===== config.mk =====
export PLATFORM = sky130hd
export DESIGN_NAME = led_data_serializer
export DESIGN_NICKNAME = d
export VERILOG_FILES = /design/src/rtl/leddc_pkg.sv /design/src/rtl/ser_hold_reg.sv /design/src/rtl/led_data_serializer.sv
export SDC_FILE = /design/constraint.sdc
export NUM_CORES = 1
export LEC_CHECK = 0
export BUFFER_PORTS_ARGS = -buffer_cell sky130_fd_sc_hd__buf_2
export CAP_MARGIN = 20
export CORE_ASPECT_RATIO = 0.5
export CORE_MARGIN = 4
export CORE_UTILIZATION = 30
export CTS_CLUSTER_DIAMETER = 40
export DETAILED_ROUTE_END_ITERATION = 8
export GPL_TIMING_DRIVEN = 1
export SYNTH_ARGS = -nofsm -noshare
export SYNTH_HDL_FRONTEND = slang
export SYNTH_SLANG_ARGS = --single-unit

===== constraint.sdc =====
create_clock -name DCK -period 6.29 [get_ports DCK]
set_input_delay 0.629 -clock DCK [delete_from_list [all_inputs] [get_ports DCK]]
set_output_delay 0.629 -clock DCK [all_outputs]
set_load 0.02 [all_outputs]

===== src/rtl/leddc_pkg.sv =====
// Shared types and constants for the LED display driver data path.
package leddc_pkg;

  localparam int LEDDC_WORD_W          = 16;
  localparam int LEDDC_CHANNELS        = 16;
  localparam int LEDDC_SCANLINES       = 32;
  localparam int LEDDC_WORDS_PER_FRAME = LEDDC_CHANNELS * LEDDC_SCANLINES;

  typedef enum logic [1:0] {
    ST_IDLE  = 2'd0,
    ST_SHIFT = 2'd1,
    ST_GAP   = 2'd2,
    ST_FGAP  = 2'd3
  } ser_state_t;

  // A word's end-of-frame marker must agree with its position in the frame.
  function automatic logic frame_mismatch(input logic last_mark, input logic at_frame_end);
    return last_mark ^ at_frame_end;
  endfunction

endpackage


===== src/rtl/ser_hold_reg.sv =====
// One-entry holding register between the frame source and the serializer.
module ser_hold_reg
  import leddc_pkg::*;
#(
  parameter int W = LEDDC_WORD_W + 1
) (
  input  logic         clk,
  input  logic         rst_n,
  input  logic         push,
  input  logic         pop,
  input  logic [W-1:0] din,
  output logic         full,
  output logic [W-1:0] dout
);

  logic         full_r;
  logic [W-1:0] data_r;

  // Capture on push; a push in the same cycle as a pop refills the entry.
  always_ff @(posedge clk or negedge rst_n) begin
    if (!rst_n) begin
      full_r <= 1'b0;
      data_r <= '0;
    end else if (push) begin
      full_r <= 1'b1;
      data_r <= din;
    end else if (pop) begin
      full_r <= 1'b0;
    end
  end

  assign full = full_r;
  assign dout = data_r;

endmodule


===== src/rtl/led_data_serializer.sv =====
// Serializes 16-bit grayscale words LSB-first onto DAI, framed by DEN,
// with inter-word and frame gaps and a fixed-length frame alignment check.
module led_data_serializer
  import leddc_pkg::*;
#(
  parameter int WORD_W          = LEDDC_WORD_W,
  parameter int WORDS_PER_FRAME = LEDDC_WORDS_PER_FRAME,
  parameter int GAP_CYC         = 2,
  parameter int FRAME_GAP_CYC   = 4
) (
  input  logic                               DCK,
  input  logic                               rst_n,
  input  logic                               in_valid,
  input  logic [WORD_W-1:0]                  in_data,
  input  logic                               in_last,
  output logic                               in_ready,
  output logic                               DAI,
  output logic                               DEN,
  output logic                               frame_done,
  output logic [$clog2(WORDS_PER_FRAME)-1:0] word_cnt,
  output logic                               sync_err
);

  localparam int CNT_W  = $clog2(WORDS_PER_FRAME);
  localparam int BIT_W  = (WORD_W > 1) ? $clog2(WORD_W) : 1;
  localparam int GMAX   = (GAP_CYC > FRAME_GAP_CYC) ? GAP_CYC : FRAME_GAP_CYC;
  localparam int GCNT_W = (GMAX > 1) ? $clog2(GMAX + 1) : 1;

  localparam logic [CNT_W-1:0]  LAST_IDX  = CNT_W'(WORDS_PER_FRAME - 1);
  localparam logic [BIT_W-1:0]  LAST_BIT  = BIT_W'(WORD_W - 1);
  localparam logic [GCNT_W-1:0] GAP_LAST  = GCNT_W'(GAP_CYC - 1);
  localparam logic [GCNT_W-1:0] FGAP_LAST = GCNT_W'(FRAME_GAP_CYC - 1);

  ser_state_t          state_r;
  logic [WORD_W-1:0]   shift_r;
  logic [BIT_W-1:0]    bit_cnt_r;
  logic [GCNT_W-1:0]   gap_cnt_r;
  logic [CNT_W-1:0]    word_cnt_r;
  logic                den_r;
  logic                dai_r;
  logic                fgap_exit_r;
  logic                frame_done_r;
  logic                sync_err_r;

  logic                hold_full_s;
  logic [WORD_W:0]     hold_dout_s;
  logic [WORD_W-1:0]   hold_word_s;
  logic                hold_last_s;
  logic                push_s;
  logic                pop_s;
  logic                idle_s;
  logic                advance_s;
  logic                to_fgap_s;
  logic                frame_end_s;
  logic [CNT_W-1:0]    load_idx_s;

  assign hold_word_s = hold_dout_s[WORD_W:1];
  assign hold_last_s = hold_dout_s[0];

  // The entry can be refilled in the same cycle it is loaded into the shifter;
  // rst_n gating keeps ready low while reset is held.
  assign in_ready = rst_n & (~hold_full_s | pop_s);
  assign push_s   = in_valid & in_ready;

  ser_hold_reg #(
    .W (WORD_W + 1)
  ) u_hold (
    .clk   (DCK),
    .rst_n (rst_n),
    .push  (push_s),
    .pop   (pop_s),
    .din   ({in_data, in_last}),
    .full  (hold_full_s),
    .dout  (hold_dout_s)
  );

  // Gap exit decode: next word index, frame end and whether a load happens now.
  always_comb begin
    idle_s      = 1'b0;
    advance_s   = 1'b0;
    to_fgap_s   = 1'b0;
    frame_end_s = 1'b0;
    load_idx_s  = word_cnt_r;
    case (state_r)
      ST_IDLE: begin
        idle_s = 1'b1;
      end
      ST_SHIFT: begin
        idle_s = 1'b0;
      end
      ST_GAP: begin
        if (gap_cnt_r == GAP_LAST) begin
          if (word_cnt_r != LAST_IDX) begin
            advance_s  = 1'b1;
            load_idx_s = word_cnt_r + CNT_W'(1);
          end else if (FRAME_GAP_CYC == 0) begin
            advance_s   = 1'b1;
            frame_end_s = 1'b1;
            load_idx_s  = '0;
          end else begin
            to_fgap_s = 1'b1;
          end
        end else begin
          advance_s = 1'b0;
        end
      end
      ST_FGAP: begin
        if (gap_cnt_r == FGAP_LAST) begin
          advance_s   = 1'b1;
          frame_end_s = 1'b1;
          load_idx_s  = '0;
        end else begin
          advance_s = 1'b0;
        end
      end
      default: begin
        idle_s = 1'b1;
      end
    endcase
    pop_s = hold_full_s & (idle_s | advance_s);
  end

  // Serializer FSM, counters, sticky frame check and registered driver outputs.
  always_ff @(posedge DCK or negedge rst_n) begin
    if (!rst_n) begin
      state_r      <= ST_IDLE;
      shift_r      <= '0;
      bit_cnt_r    <= '0;
      gap_cnt_r    <= '0;
      word_cnt_r   <= '0;
      den_r        <= 1'b0;
      dai_r        <= 1'b0;
      fgap_exit_r  <= 1'b0;
      frame_done_r <= 1'b0;
      sync_err_r   <= 1'b0;
    end else begin
      den_r        <= (state_r == ST_SHIFT);
      dai_r        <= (state_r == ST_SHIFT) & shift_r[0];
      fgap_exit_r  <= frame_end_s;
      frame_done_r <= fgap_exit_r;
      if (pop_s && frame_mismatch(hold_last_s, load_idx_s == LAST_IDX)) begin
        sync_err_r <= 1'b1;
      end
      case (state_r)
        ST_IDLE: begin
          if (pop_s) begin
            shift_r   <= hold_word_s;
            bit_cnt_r <= '0;
            state_r   <= ST_SHIFT;
          end
        end
        ST_SHIFT: begin
          shift_r <= shift_r >> 1;
          if (bit_cnt_r == LAST_BIT) begin
            bit_cnt_r <= '0;
            gap_cnt_r <= '0;
            state_r   <= ST_GAP;
          end else begin
            bit_cnt_r <= bit_cnt_r + BIT_W'(1);
          end
        end
        ST_GAP, ST_FGAP: begin
          if (advance_s) begin
            word_cnt_r <= load_idx_s;
            gap_cnt_r  <= '0;
            if (pop_s) begin
              shift_r   <= hold_word_s;
              bit_cnt_r <= '0;
              state_r   <= ST_SHIFT;
            end else begin
              state_r <= ST_IDLE;
            end
          end else if (to_fgap_s) begin
            gap_cnt_r <= '0;
            state_r   <= ST_FGAP;
          end else begin
            gap_cnt_r <= gap_cnt_r + GCNT_W'(1);
          end
        end
        default: begin
          state_r <= ST_IDLE;
        end
      endcase
    end
  end

  assign DAI        = dai_r;
  assign DEN        = den_r;
  assign frame_done = frame_done_r;
  assign word_cnt   = word_cnt_r;
  assign sync_err   = sync_err_r;

endmodule

==> results_dict.tcl <==
set metrics [dict create \
    holdBufCountCts 0 \
    antenna_found_initial 0 \
    cap_violations 0 \
    crit_fanout 8 \
    area_growth_pct 20.56 \
    highest_layer "met4" \
    vias 2032 \
    rows 24 \
    multi_input_area_sq_um 1303 \
    finalClockSkew_ps 8.801 \
    grt_pass1_vias 2066 \
    slew_headroom_pct 53.27 \
    met1_length_microns 2728 \
    swShare_pct 36.17 \
    track_usage_pct 11.17 \
    outcome "complete, no violations" \
    wl_microns 5871 \
    hold_viol 0 \
    fin_nets 310 \
    postRouteAntennaNets 0 \
    ys_seq_area_share_pct 50.51 \
    fin_area_sq_um 3405 \
    core-area_sq_um 8919 \
    post-place-ws_ps 3556 \
    drv_slew 0 \
    ctsRootBufferMaster "clkbuf_16" \
    fp.dieH_microns 76.61 \
    clkLatencyLatePin_ps 340 \
    synth_cell_types 48 \
    die_w_microns 145.2 \
    dp_cells 390 \
    yosys_most_used_dff "dfrtp_1" \
    leakage_nw 1.599 \
    synth.yosys.warnings 0 \
    numCtsBuffers 9 \
    p_int_mw 1.092 \
    cts_sinks 57 \
    hp-class "in -> async" \
    cts_tree "done" \
    p_comb_share_pct 33.3 \
    dr_wl_met2_microns 2671 \
    clk_pin_slew_worst_paths_ps 50 \
    grt-ovfl-total 0 \
    drc 0 \
    post_drt_wl_per_cell_microns 14.43 \
    synth_cells 250 \
    stdcell_count 407 \
    dieArea_sq_um 11120 \
    required_ps 5660 \
    dpl-instance-area_sq_um 3074 \
    synth-seq-cells 57 \
    seqCellArea_sq_um 1426 \
    p_clk_share_pct 28.7 \
    drt-initial-drc-count 100 \
    path_class "reg -> out" \
    setup.worst_path.end_class "output pin" \
    start_util_pct 31.66 \
    cts_buffer_depth 2 \
    p_sw_mw 0.6187 \
    yosys-top-cells-area "dfrtp_1 51%, mux2i_1 6.7%, mux2_4 4.8%" \
    synthArstFlopShare_pct 100.0 \
    fmax_mhz 334.9 \
    postSynthAreaPerCell_sq_um 11.30 \
    cp.arrival_ps 2360 \
    synth.top_cell.area_share_pct 50.51 \
    startpoint_type "flip-flop" \
    period_needed_ps 2986 \
    ctsResizeCount 0 \
    n_antenna_cell 0 \
    grt_pass1_wl_microns 10030 \
    syn_area_sq_um 2824 \
    postCtsSetupBuffers 0 \
    place.gp.congestion 0.8045 \
    setup_tns_ps 0 \
    io-pin-count 34 \
    numPortBuffers 33 \
    hold_slack_ps 347.0 \
    drtPass1Iterations 4 \
    synth_fp_nets 275 \
    h-tree-depth 3 \
    yosysTopAreaCell "dfrtp_1" \
    drive_gt1_share_pct 28.28 \
    routed-wl-met3_microns 358 \
    dp_hpwl_microns 3984 \
    setup_viol 0 \
    grt_max_degree 40 \
    ys_top_cells_by_count "57 x dfrtp_1, 36 x nand2_1, 27 x o21ai_0, 19 x mux2i_1" \
    viasPerCell 4.993 \
    period_share_pct 47.47 \
    power_density_nw_per_um2 502.4 \
    ir_drop_uv 205.0 \
    fill_cells 864 \
    worst_pin_slew_ps 701.0 \
    synth_most_common_cell "dfrtp_1" \
    synth_edf_count 0 \
    seq_power_share_pct 38.0 \
    grt_setup_unrepaired "no" \
    setup_slack_ps 3304 \
]
power groups by stage:
| stage | Combinational (mW) | Clock [mW] | Sequential, mW |
|---|---|---|---|
| finish | 0.569 | 0.491 | 0.651 |
| global route | 0.638 | 0.522 | 0.675 |
| global placement | 0.532 | 0 | 0.645 |
| floorplan | 0.458 | 0 | 0.621 |
| detailed placement | 0.554 | 0 | 0.655 |
| CTS | 0.559 | 0.504 | 0.652 |
routing by layer:
metal	vias to the layer above	global-route usage [%]
met5	-	0
met4	0	3.977
met3	13	4.991
met2	65	17.64
met1	979	13.58
li1	975	-
worst max-delay path: stages, from the launching register on:
cell	delay (ps)
dfrtp_1	510
ha_1	390
nand4_1	240
o21a_4	290
nor2_2	190
o21ai_4	90
and2_1	160
buf_2	150
logic make-up (layout without fill, tap and decap cells):
logic type / Yosys count / in the layout / share of synthesized area [%]
adder cells (fa/ha/maj): 5 / 5 / 2.215
multiplexers: 36 / 36 / 14.71
XOR/XNOR: 1 / 1 / 0.3102
buffers and inverters: 17 / 57 / 3.500
AND/OR/NAND/NOR: 79 / 79 / 15.55
AO/OA/AOI/OAI: 55 / 55 / 13.20
flip-flops: 57 / 57 / 50.51
final timing paths:
kind	start	endpoint	slack, ps	cells past startpoint
max	word_cnt[0]$_DFFE_PN0P_	in_ready	3300	7
min	rst_n	u_hold.full$_DFFE_PN0P_	350	1
max reg2reg	gap_cnt_r[0]$_DFFE_PN0P_	sync_err$_DFFE_PN0P_	3780	9
min reg2reg	fgap_exit_r$_DFF_PN0_	frame_done$_DFF_PN0_	360	0
max in group asynchronous	rst_n	u_hold.dout[14]$_DFFE_PN0P_	5110	2
min in group DCK	fgap_exit_r$_DFF_PN0_	frame_done$_DFF_PN0_	360	0
layout make-up:
cell class	count	area share (%)
Inverter	5	0.5513
Clock inverter	7	2.279
Clock buffer	9	6.615
Tap cell	117	4.300
Timing Repair Buffer	36	6.101
Multi-Input combinational cell	176	38.26
Sequential cell	57	41.90
per-stage QoR:
step                power (mW)  utilization, %
floorplan                1.078               -
global placement         1.176           34.47
detailed placement       1.209           34.47
CTS                      1.715           37.86
global route             1.836           38.17
finish                   1.711           38.17
cells in the final DEF (no fill, tap or decap), drive strengths merged, types with 2 or more instances in the layout:
cell type   n
mux2i      19
and2        4
nor3b       2
a41oi       2
a21oi       6
nor2       10
a311oi      2
inv         7
nand4       6
nand3       8
buf        36
nor2b       2
nand2      36
and4        2
clkinv      3
o21ai      31
a31oi       2
nand2b      2
o31ai       2
ha          5
clkbuf      9
dfrtp      57
mux2       17
a21o        3
sequential cells by signal, indices dropped and copies added (netlist names):
name / cells
frame_done: 1
word_cnt: 9
gap_cnt_r: 3
DAI: 1
fgap_exit_r: 1
DEN: 1
u_hold.full: 1
state_r: 2
bit_cnt_r: 4
u_hold.dout: 17
shift_r: 16
sync_err: 1
Power figures use the tool's default switching activity.
